**config.mk**
```make
export PLATFORM = sky130hd
export DESIGN_NAME = uart_tx_arb
export DESIGN_NICKNAME = d
export VERILOG_FILES = /design/src/rtl/uart_tx_arb.sv
export SDC_FILE = /design/constraint.sdc
export NUM_CORES = 1
export LEC_CHECK = 0
export CAP_MARGIN = 20
export CORE_MARGIN = 2
export CORE_UTILIZATION = 35
export CTS_CLUSTER_DIAMETER = 50
export DETAILED_ROUTE_END_ITERATION = 7
export PLACE_DENSITY = 0.65
export RECOVER_POWER = 25
export SYNTH_ARGS = -nofsm -noshare
export SYNTH_HDL_FRONTEND = slang
export SYNTH_SLANG_ARGS = --single-unit
```
**constraint.sdc**
```tcl
create_clock -name clk_i -period 5.7 [get_ports clk_i]
set_clock_uncertainty 0.1 [all_clocks]
set_input_delay 0.855 -clock clk_i [delete_from_list [all_inputs] [get_ports clk_i]]
set_output_delay 0.855 -clock clk_i [all_outputs]
set_load 0.005 [all_outputs]
```
**src/rtl/uart_tx_arb.sv**
```systemverilog
// uart_tx_arb: shares one uart_tx byte transmitter between N_REQ requesters.
//
// A requester that wins arbitration owns the transmitter for a whole frame,
// from its first byte until the byte flagged last is accepted. Winners are
// picked round-robin, starting from the requester after the previous owner.
// Accepted bytes go into a one-byte output register that feeds uart_tx.
// An owner that stops presenting bytes for IDLE_TIMEOUT cycles loses the
// grant, so a stalled peripheral cannot hang the UART.
//
// Ports:
//   clk_i        system clock
//   rst_ni       asynchronous active-low reset
//   req_data_i   requester bytes, requester k on bits [k*DW +: DW]
//   req_valid_i  per-requester byte valid
//   req_last_i   per-requester last byte of frame (qualified by valid)
//   req_ready_o  per-requester byte accepted when valid & ready
//   tx_data_o    byte to uart_tx
//   tx_valid_o   byte valid to uart_tx
//   tx_ready_i   uart_tx can take a byte
//   grant_o      one-hot current owner, zero when idle
//   busy_o       frame locked or a byte still waiting in the output register
//   timeout_o    one-cycle pulse in the cycle a grant is force-released
module uart_tx_arb #(
  parameter int N_REQ        = 4,
  parameter int DW           = 8,
  parameter int IDLE_TIMEOUT = 1024
) (
  input  logic                clk_i,
  input  logic                rst_ni,
  input  logic [N_REQ*DW-1:0] req_data_i,
  input  logic [N_REQ-1:0]    req_valid_i,
  input  logic [N_REQ-1:0]    req_last_i,
  output logic [N_REQ-1:0]    req_ready_o,
  output logic [DW-1:0]       tx_data_o,
  output logic                tx_valid_o,
  input  logic                tx_ready_i,
  output logic [N_REQ-1:0]    grant_o,
  output logic                busy_o,
  output logic                timeout_o
);

  localparam int IW = $clog2(N_REQ);
  localparam int CW = (IDLE_TIMEOUT > 0) ? $clog2(IDLE_TIMEOUT + 1) : 1;
  localparam logic [CW-1:0] TO_LIMIT = CW'(IDLE_TIMEOUT);
  localparam logic [IW-1:0] LAST_IDX = IW'(N_REQ - 1);
  localparam logic [IW:0]   N_WIDE   = (IW + 1)'(N_REQ);

  typedef enum logic {IDLE, LOCKED} state_e;

  state_e            state_q, state_d;
  logic [N_REQ-1:0]  grant_q, grant_d;
  logic [IW-1:0]     owner_q, owner_d;
  logic [IW-1:0]     ptr_q, ptr_d;
  logic [CW-1:0]     idle_cnt_q, idle_cnt_d;
  logic [DW-1:0]     tx_data_q, tx_data_d;
  logic              tx_valid_q, tx_valid_d;

  logic [IW:0]       cand;
  logic [IW-1:0]     sel_idx;
  logic              sel_found;
  logic [IW-1:0]     next_owner;
  logic [DW-1:0]     owner_data;
  logic              owner_valid;
  logic              owner_last;
  logic              slot_free;
  logic              accept;
  logic              timeout;

  assign owner_data  = req_data_i[owner_q*DW +: DW];
  assign owner_valid = req_valid_i[owner_q];
  assign owner_last  = req_last_i[owner_q];
  assign next_owner  = (owner_q == LAST_IDX) ? '0 : owner_q + 1'b1;

  // The output register can take a new byte when empty or draining this cycle.
  assign slot_free   = !tx_valid_q || tx_ready_i;
  assign accept      = (state_q == LOCKED) && owner_valid && slot_free;
  assign timeout     = (IDLE_TIMEOUT > 0) && (state_q == LOCKED) &&
                       (idle_cnt_q == TO_LIMIT);

  // Round-robin search: first valid requester at ptr, ptr+1, ... wrapping.
  always_comb begin
    sel_found = 1'b0;
    sel_idx   = '0;
    cand      = '0;
    for (int i = 0; i < N_REQ; i++) begin
      cand = {1'b0, ptr_q} + (IW + 1)'(i);
      if (cand >= N_WIDE) cand = cand - N_WIDE;
      if (!sel_found && req_valid_i[cand[IW-1:0]]) begin
        sel_found = 1'b1;
        sel_idx   = cand[IW-1:0];
      end
    end
  end

  // Only the owner ever sees ready; everyone else is held off.
  always_comb begin
    req_ready_o = '0;
    if (state_q == LOCKED) req_ready_o[owner_q] = slot_free;
  end

  // Next-state, grant, pointer, idle counter and output register.
  always_comb begin
    state_d    = state_q;
    grant_d    = grant_q;
    owner_d    = owner_q;
    ptr_d      = ptr_q;
    idle_cnt_d = idle_cnt_q;
    tx_valid_d = tx_valid_q;
    tx_data_d  = tx_data_q;

    // Drain and accept in the same cycle leaves the register full with the new byte.
    if (tx_valid_q && tx_ready_i) tx_valid_d = 1'b0;
    if (accept) begin
      tx_valid_d = 1'b1;
      tx_data_d  = owner_data;
    end

    case (state_q)
      IDLE: begin
        idle_cnt_d = '0;
        if (sel_found) begin
          state_d = LOCKED;
          owner_d = sel_idx;
          grant_d = N_REQ'(1) << sel_idx;
        end
      end
      LOCKED: begin
        // A byte still in the output register keeps draining after release.
        if (timeout || (accept && owner_last)) begin
          state_d    = IDLE;
          grant_d    = '0;
          ptr_d      = next_owner;
          idle_cnt_d = '0;
        end else if (owner_valid) begin
          idle_cnt_d = '0;
        end else if (IDLE_TIMEOUT > 0) begin
          idle_cnt_d = idle_cnt_q + 1'b1;
        end
      end
      default: state_d = IDLE;
    endcase
  end

  // State registers; reset drops any byte sitting in the output register.
  always_ff @(posedge clk_i or negedge rst_ni) begin
    if (!rst_ni) begin
      state_q    <= IDLE;
      grant_q    <= '0;
      owner_q    <= '0;
      ptr_q      <= '0;
      idle_cnt_q <= '0;
      tx_valid_q <= 1'b0;
      tx_data_q  <= '0;
    end else begin
      state_q    <= state_d;
      grant_q    <= grant_d;
      owner_q    <= owner_d;
      ptr_q      <= ptr_d;
      idle_cnt_q <= idle_cnt_d;
      tx_valid_q <= tx_valid_d;
      tx_data_q  <= tx_data_d;
    end
  end

  assign grant_o    = grant_q;
  assign tx_valid_o = tx_valid_q;
  assign tx_data_o  = tx_data_q;
  assign busy_o     = (state_q == LOCKED) || tx_valid_q;
  assign timeout_o  = timeout;

endmodule

```
==> flow_summary.yaml <==
placement:
  dp_hpwl_um: 2950
  globalplace.congestion: 0.798
  portBuffers: 61
  place_inst: 257
critical_path:
  cp.arrival_ps: 2240
  worstPathMaxFanout: 6
  startpoint: "tx_ready_i"
  crit_path_start_kind: "input pin"
  worstReg2RegStart: "owner_q[0]$_DFFE_PN0P_"
  crit_required_ps: 4740
  crit_end: "req_ready_o[2]"
  worstSetupEndpointType: "primary output"
  r2r_end: "ptr_q[0]$_DFFE_PN0P_"
  r2r_setup_slack_ps: 3340
  worstRegToRegCells: 4
  critPathKind: "input pin to primary output"
clock_network:
  cts_buffers: 5
  postCtsHoldBufs: 0
  cts_root_buffer: "clkbuf_8"
  clock_path_buffers: 2
  post_cts_buffers: 0
  cts.sinks: 29
  clock_latency_ps: 280
  clk_pin_slew_worst_paths_ps: 60
  cts_tree: "built"
  htree_num_levels: 2
  cts_resized: 0
sta:
  slew_headroom_pct: -6.40
  fmax_mhz: 313
  fin_crit_sh_pct: 56.0
  rsz0062_at_grt: "no"
  tightest_slew_ps: 1600
  setup_tns_ps: 0
  period_minus_slack_ps: 3190
  hold_viol_final: 0
  setup_viol: 0
  finalMaxSlewViolations: 30
yosys:
  synth_area_sq_um: 1700
  ys_top_cells_by_area: "dfrtp_1, mux4_2, mux2_2"
  ys_types: 36
  synth-seq-cells: 29
  synth_top_area_share_pct: 42.7
  synth_top_area_cell: "dfrtp_1"
  synthCells: 145
  postSynthAreaPerCell_sq_um: 11.7
  syn-num-nets: 194
  seq_area_frac_synth_pct: 42.7
  ys_warn_count: 0
global_routing:
  gr-total-overflow: 0
  grtUsageTotal_pct: 15.5
  grt_max_degree: 30
  grt_first_pass_wirelength_um: 6510
  antenna_found_initial: 0
  grt_pass1_vias: 1443
routing:
  avgRoutedWirePerCell_um: 14.8
  wirelength_um: 3910
  drtIter0Drc: 56
  vias: 1401
  dr.pass1.iters: 4
  detail-route-antenna-nets: 0
  drc: 0
  avgViaCountPerCell: 5.29
die:
  io_pins: 62
  coreArea_sq_um: 4690
  fp.dieW_um: 73.7
  die_area_sq_um: 5430
  die_y_um: 73.7
  start_util_pct: 36.2
  rows: 25
final_layout:
  drive_gt1_share_pct: 14.2
  nets: 259
  antenna_cells: 0
  post-route-util_pct: 52.3
  syn_to_final_growth_pct: 44.3
  layout.cells.non_filler: 265
job:
  maxCapViolations: 1
power:
  powerDensity_nw_per_um2: 421
  p_leak_nw: 1.03
  peakVddDrop_uv: 259
status:
  outcome: "complete, but fails checks"
  violations: "max-capacitance violations, max-slew violations"
worst_hold_path:
  min_path_type: "flop to flop"
-- cells in the final DEF, fill, tap and decap left out, types with 2 or more instances in the layout --
cell	instances
o21ai_0	4
mux4_1	2
xnor2_1	4
nand2b_1	2
clkdlybuf4s50_1	60
nor4b_1	2
dfrtp_1	29
inv_1	8
mux2_2	8
mux4_2	8
nor3_1	2
nand4_1	4
ha_1	6
and3_1	5
nand2_1	13
nor2_1	16
clkbuf_8	7
xor2_1	5
a21o_1	2
o32ai_1	4
mux2_4	2
nand3_1	2
-- layout make-up --
| cell class | count | area [sq um] |
|---|---|---|
| sequential | 29 | 726 |
| tap | 54 | 67.6 |
| multi-input combinational | 103 | 907 |
| clock inverter | 1 | 5.00 |
| timing repair buffer | 63 | 622 |
| clock buffer | 7 | 96.3 |
| inverter | 8 | 30.0 |
| fill | 415 | 2240 |
-- where the power goes --
part           internal [mW]  switching (mW)  leakage, nW  total, mW
clock network          0.109          0.0774       0.0542      0.186
logic                  0.305           0.175        0.605      0.479
registers              0.277          0.0905        0.370      0.367
-- sequential cells by signal, indices dropped and copies added (netlist names) --
name,cells
tx_data_o,8
grant_o,4
tx_valid_o,1
ptr_q,2
state_q,1
owner_q,2
idle_cnt_q,11
-- per-stage QoR --
stage | power (mW) | instance area [sq um] | worst slack, ps | hold slack [ps]
6_report | 1.03 | 2450 | 2510 | 409
5_1_grt | 1.11 | 2450 | 2420 | 436
4_1_cts | 1.05 | 2460 | 2490 | 411
3_5_place_dp | 0.859 | 2360 | 2500 | 398
3_3_place_gp | 0.843 | 2360 | 2520 | 388
2_1_floorplan | 0.650 | 1700 | 3410 | 368
-- critical path: stages --
cell and delay [ps]:
clkdlybuf4s50_1 460, or2b_1 230, and3_1 200, clkdlybuf4s50_1 490
-- worst min-delay path by stage --
| stage | slack, ps | end | startpoint | cells past startpoint |
|---|---|---|---|---|
| after global routing | 440 | idle_cnt_q[0]$_DFF_PN0_ | idle_cnt_q[0]$_DFF_PN0_ | 1 |
| final | 410 | tx_data_o[4]$_DFFE_PN0P_ | tx_data_o[4]$_DFFE_PN0P_ | 1 |
| after floorplan | 370 | idle_cnt_q[0]$_DFF_PN0_ | idle_cnt_q[0]$_DFF_PN0_ | 1 |
| after detailed placement | 400 | tx_data_o[4]$_DFFE_PN0P_ | tx_data_o[4]$_DFFE_PN0P_ | 1 |
| after global placement | 390 | idle_cnt_q[0]$_DFF_PN0_ | idle_cnt_q[0]$_DFF_PN0_ | 1 |
| after CTS | 410 | tx_data_o[2]$_DFFE_PN0P_ | tx_data_o[2]$_DFFE_PN0P_ | 1 |
-- synthesized netlist by cell type --
| cell type | number |
|---|---|
| and4_1 | 1 |
| a21o_1 | 2 |
| clkbuf_1 | 2 |
| or2_2 | 1 |
| mux4_2 | 8 |
| nand4_1 | 4 |
| nand2b_1 | 2 |
| nor2b_1 | 1 |
| nor3_1 | 2 |
| o21ai_4 | 1 |
| xnor2_1 | 4 |
| ha_1 | 6 |
| nand3_4 | 1 |
| o211ai_1 | 1 |
| nand3_1 | 2 |
| clkbuf_8 | 1 |
| dfrtp_1 | 29 |
| nor4b_1 | 2 |
| o211a_1 | 1 |
| mux4_1 | 2 |
| nand3b_1 | 1 |
| buf_2 | 1 |
| nand2_1 | 13 |
| o41ai_1 | 1 |
| inv_1 | 8 |
| or2b_1 | 1 |
| and3_1 | 5 |
| nor2_1 | 16 |
| buf_6 | 1 |
| o21ai_0 | 4 |
| a221oi_1 | 1 |
| a221o_1 | 1 |
| xor2_1 | 5 |
| mux2_2 | 8 |
| mux2_4 | 2 |
| o32ai_1 | 4 |
-- cell families (layout without fill, tap and decap cells) --
logic type / count (synthesis) / count (layout) / share of synthesized area, %
compound gates: 16 / 16 / 7.73
xor+xnor: 9 / 9 / 4.64
fa+ha+maj: 6 / 6 / 4.41
buf+inv: 13 / 79 / 3.97
flops: 29 / 29 / 42.7
mux: 20 / 20 / 20.8
simple gates: 52 / 52 / 15.8
-- metal layers --
metal,routed length [um],part of all wire [%],track usage (%),vias up
met5,0,0,0,-
met4,40,1.0,4.24,0
met3,203,5.2,3.84,4
met2,2000,51,25.5,45
met1,1670,43,20.3,695
li1,-,-,-,657
Note: power is estimated with default switching activity, not from simulation.
